### src/rtl/multicycle_main_control.sv
// Main control FSM for the multicycle MIPS datapath.
// Sequences fetch/decode/execute/memory/writeback per opcode, stalls on
// mem_ready and counts retired instructions.
module multicycle_main_control #(
  parameter int unsigned CNT_W    = 32,
  parameter logic [5:0]  OP_RTYPE = 6'b000000,
  parameter logic [5:0]  OP_LW    = 6'b100011,
  parameter logic [5:0]  OP_SW    = 6'b101011,
  parameter logic [5:0]  OP_BEQ   = 6'b000100,
  parameter logic [5:0]  OP_J     = 6'b000010,
  parameter logic [5:0]  OP_ADDI  = 6'b001000
) (
  input  logic             clk,
  input  logic             reset,
  input  logic [5:0]       opcode,
  input  logic             zero,
  input  logic             mem_ready,
  output logic             pc_write,
  output logic             pc_write_cond,
  output logic             pc_en,
  output logic             i_or_d,
  output logic             mem_read,
  output logic             mem_write,
  output logic             ir_write,
  output logic             mem_to_reg,
  output logic             reg_dst,
  output logic             reg_write,
  output logic             alu_src_a,
  output logic [1:0]       alu_src_b,
  output logic [1:0]       alu_op,
  output logic [1:0]       pc_source,
  output logic             illegal_op,
  output logic [3:0]       state,
  output logic [CNT_W-1:0] instr_count
);

  typedef enum logic [3:0] {
    S_FETCH   = 4'd0,
    S_DECODE  = 4'd1,
    S_MEMADR  = 4'd2,
    S_MEMRD   = 4'd3,
    S_MEMWB   = 4'd4,
    S_MEMWR   = 4'd5,
    S_EXEC    = 4'd6,
    S_ALUWB   = 4'd7,
    S_BRANCH  = 4'd8,
    S_JUMP    = 4'd9,
    S_ADDI_EX = 4'd10,
    S_ADDI_WB = 4'd11
  } state_t;

  state_t state_q;
  state_t state_d;
  logic   retire;

  assign state = state_q;

  // State register and retired-instruction counter; reset aborts any
  // in-flight instruction so its retirement is never counted.
  always_ff @(posedge clk) begin
    if (reset) begin
      state_q     <= S_FETCH;
      instr_count <= '0;
    end else begin
      state_q <= state_d;
      if (retire) begin
        instr_count <= instr_count + {{(CNT_W-1){1'b0}}, 1'b1};
      end
    end
  end

  // Next-state and Moore-style control decode; write strobes are masked
  // while reset is held so no partial writeback escapes.
  always_comb begin
    state_d       = state_q;
    retire        = 1'b0;
    pc_write      = 1'b0;
    pc_write_cond = 1'b0;
    i_or_d        = 1'b0;
    mem_read      = 1'b0;
    mem_write     = 1'b0;
    ir_write      = 1'b0;
    mem_to_reg    = 1'b0;
    reg_dst       = 1'b0;
    reg_write     = 1'b0;
    alu_src_a     = 1'b0;
    alu_src_b     = 2'b00;
    alu_op        = 2'b00;
    pc_source     = 2'b00;
    illegal_op    = 1'b0;

    case (state_q)
      S_FETCH: begin
        mem_read  = 1'b1;
        alu_src_b = 2'b01;
        ir_write  = mem_ready;
        pc_write  = mem_ready;
        if (mem_ready) state_d = S_DECODE;
      end
      S_DECODE: begin
        alu_src_b = 2'b11;
        case (opcode)
          OP_LW, OP_SW: state_d = S_MEMADR;
          OP_RTYPE:     state_d = S_EXEC;
          OP_BEQ:       state_d = S_BRANCH;
          OP_J:         state_d = S_JUMP;
          OP_ADDI:      state_d = S_ADDI_EX;
          default: begin
            illegal_op = 1'b1;
            state_d    = S_FETCH;
          end
        endcase
      end
      S_MEMADR: begin
        alu_src_a = 1'b1;
        alu_src_b = 2'b10;
        state_d   = (opcode == OP_SW) ? S_MEMWR : S_MEMRD;
      end
      S_MEMRD: begin
        mem_read = 1'b1;
        i_or_d   = 1'b1;
        if (mem_ready) state_d = S_MEMWB;
      end
      S_MEMWB: begin
        reg_write  = 1'b1;
        mem_to_reg = 1'b1;
        state_d    = S_FETCH;
        retire     = 1'b1;
      end
      S_MEMWR: begin
        mem_write = 1'b1;
        i_or_d    = 1'b1;
        if (mem_ready) begin
          state_d = S_FETCH;
          retire  = 1'b1;
        end
      end
      S_EXEC: begin
        alu_src_a = 1'b1;
        alu_op    = 2'b10;
        state_d   = S_ALUWB;
      end
      S_ALUWB: begin
        reg_write = 1'b1;
        reg_dst   = 1'b1;
        state_d   = S_FETCH;
        retire    = 1'b1;
      end
      S_BRANCH: begin
        alu_src_a     = 1'b1;
        alu_op        = 2'b01;
        pc_source     = 2'b01;
        pc_write_cond = 1'b1;
        state_d       = S_FETCH;
        retire        = 1'b1;
      end
      S_JUMP: begin
        pc_source = 2'b10;
        pc_write  = 1'b1;
        state_d   = S_FETCH;
        retire    = 1'b1;
      end
      S_ADDI_EX: begin
        alu_src_a = 1'b1;
        alu_src_b = 2'b10;
        state_d   = S_ADDI_WB;
      end
      S_ADDI_WB: begin
        reg_write = 1'b1;
        state_d   = S_FETCH;
        retire    = 1'b1;
      end
      default: begin
        state_d = S_FETCH;
      end
    endcase

    if (reset) begin
      pc_write   = 1'b0;
      ir_write   = 1'b0;
      reg_write  = 1'b0;
      mem_write  = 1'b0;
      illegal_op = 1'b0;
    end
  end

  // PC enable combines the unconditional and zero-qualified write requests.
  always_comb begin
    pc_en = pc_write | (pc_write_cond & zero & ~reset);
  end

endmodule
### config.mk
export PLATFORM = sky130hd
export DESIGN_NAME = multicycle_main_control
export DESIGN_NICKNAME = d
export VERILOG_FILES = /design/src/rtl/multicycle_main_control.sv
export SDC_FILE = /design/constraint.sdc
export NUM_CORES = 1
export LEC_CHECK = 0
export ABC_AREA = 1
export CORE_ASPECT_RATIO = 0.8
export CORE_MARGIN = 2
export CORE_UTILIZATION = 53
export DETAILED_ROUTE_END_ITERATION = 7
export PLACE_DENSITY_LB_ADDON = 0.05
export SLEW_MARGIN = 10
export SYNTH_ARGS = -nofsm -noshare
export SYNTH_HDL_FRONTEND = slang
export SYNTH_SLANG_ARGS = --single-unit
### constraint.sdc
create_clock -name clk -period 4 [get_ports clk]
set_input_delay 0.8 -clock clk [delete_from_list [all_inputs] [get_ports clk]]
set_output_delay 0.8 -clock clk [all_outputs]
set_load 0.1 [all_outputs]
==> results.toml <==
[logic_synthesis]
ys_seq_area_frac = 0.289
ys_top_cells_by_area = "dfxtp_1, nand2_1, nor2_1"
yosysTopAreaCellShare = 0.289
synth_most_common_cell = "nand2_1"
syn-cell-area_sq_um = 2490
syn_avg_cell_area_sq_um = 5.83
synth_edf_count = 0
ys_seq_elements = 36
synth_largest_area_cell = "dfxtp_1"
netlist_top_cells_count = "nand2_1, nor2_1, inv_1"
ys_async_sr_fraction = 0
synth.net_count = 439
ys_warn_count = 0
netlist_instances = 428
yosys.cell_types.count = 31
synth_flop_cell = "dfxtp_1"

[floorplan]
pin_count = 64
core_sq_um = 4570
die_h_um = 65.4
die_w_um = 80.7
initial_core_util = 0.546
dieArea_sq_um = 5270
row_count = 22

[routing]
vias = 2898
drt_iter0_drc = 196
drcViolationCount = 0
vias_per_cell = 5.28
first_pass_iters = 5
drt_wl_total_um = 6780
wl_per_cell_um = 12.3
antenna_left = 0

[cts]
postCtsSetupBuffers = 0
cts_inserted_buffers = 5
ctsResizeCount = 0
cts_max_level = 2
cts.sinks = 36
cts_max_path_buffers = 2
tritoncts = "yes"
clkLatencyLatePin_ns = 0.29
clockRootBuffer = "clkbuf_8"
clkTransAtPathRegs_ns = 0.07
cts_hold_buf = 0

[sta]
setup_viol = 0
tightestPinTransition_ns = 1.01
maxSlewHeadroom = 0.324
hold_viol = 0
final.min_clock_period_ns = 3.06
fin_crit_sh = 0.765
whs_ns = 0.511
slew_viol_final = 0
max_freq_mhz = 327
fin_ws_ns = 0.940
fin_skew_ns = 0.0122
grt_setup_unrepaired = "false"

[global_routing]
grtUsageTotal = 0.276
grt_pass1_vias = 2498
grt_pass1_wl_um = 11400
antenna_found_initial = 0
grt_start_max_net_pins = 44
grt_overflow = 0

[placed_design]
gp_congestion = 0.912
port_buffers = 63
dpl.hpwl_um = 5180
place_ws_ns = 1.02

[power_and_ir_drop]
p_leak_nw = 1.23
ir_drop_uv = 135
powerDensity_nw_per_um2 = 228

[final_layout]
nets = 500
regArea_sq_um = 721
post_route_cells_drive_above_1_share = 0.104
diodes = 0
n_fill_cell = 437
syn_to_final_growth_pct = 29.6
multi_input_area_sq_um = 1540

[critical_path]
start_kind = "register"
cp.arrival_ns = 2.26
crit_path_end_kind = "output port"
cp.required_ns = 3.20
critPathKind = "register to output port"
worstPathMaxFanout = 6

[run]
cap_viol_max_count = 0

[status]
run_status = "finished clean"

[min_path]
min_path_type = "register to register"
-- flip-flops by register name (all words and copies together) (netlist names) --
signal / cells
instr_count: 32
state: 4
-- per-layer routing --
metal,GRT usage,vias up,routed length [um]
met2,0.419,108,2950
met1,0.395,1320,3320
met3,0.0673,8,442
met4,0.0614,0,65
li1,-,1462,-
met5,0,-,0
-- cell families (layout without fill, tap and decap cells) --
kind of cell,count (synthesis),count (layout),synth area share
AOI/OAI and AO/OA,37,37,0.0778
buffers and inverters,57,118,0.0993
and+or+nand+nor,292,292,0.511
xor gates and xnor gates,5,5,0.0176
adders and majority gates,1,1,0.00502
DFF,36,36,0.289
-- through the flow --
step | instance area (sq um) | util | power (mW) | cells | TNS [ns]
final | 3230 | 0.707 | 0.738 | 549 | 0
after global routing | 3230 | 0.707 | 0.767 | 549 | 0
after CTS | 3230 | 0.707 | 0.742 | 549 | 0
after detailed placement | 3150 | 0.690 | 0.498 | 542 | 0
after global placement | 3150 | 0.690 | 0.497 | 542 | 0
after floorplan | 2510 | - | 0.460 | 428 | -0.274
-- power by group --
part	internal [mW]	switching (mW)	leakage, nW	total, mW
registers	0.360	0.00209	0.290	0.362
clock network	0.118	0.129	0.0410	0.247
logic	0.0357	0.0928	0.895	0.128
-- worst max-delay path, stage by stage, from the launching register on --
cell and delay [ns]:
dfxtp_1 0.39, inv_2 0.09, nor2_2 0.18, inv_1 0.07, nor2_2 0.10, clkdlybuf4s50_1 1.14
-- cells in the final DEF (no fill, tap or decap), types with 3 or more instances in the layout --
cell type / Yosys / layout
nand2_2: 7 / 7
nand3_1: 31 / 31
buf_4: 5 / 13
a21oi_1: 21 / 21
buf_12: 0 / 3
nor2_2: 10 / 11
nor2_1: 84 / 83
xor2_1: 3 / 3
inv_1: 43 / 43
nand4_1: 10 / 10
nand2_1: 138 / 138
dfxtp_1: 36 / 36
clkbuf_8: 0 / 5
inv_2: 3 / 3
o21ai_0: 11 / 8
clkdlybuf4s50_1: 0 / 49
o21ai_1: 1 / 3
-- final cells by class --
cell class                      count  share of cell area
Clock buffer                        6              0.0225
Clock inverter                      1             0.00155
Inverter                           46              0.0534
Multi-Input combinational cell    335               0.476
Sequential cell                    36               0.223
Tap cell                           60              0.0232
Timing Repair Buffer               65               0.201
-- worst paths after layout --
path	to	depth (start not counted)	slack, ns	from
worst max-delay path	pc_source[1]	5	0.94	state[0]
worst min-delay path	instr_count[31]	2	0.51	instr_count[31]
worst max register to register	instr_count[0]	7	2.07	state[2]
worst min register to register	instr_count[31]	2	0.51	instr_count[31]
Power figures use the tool's default switching activity.
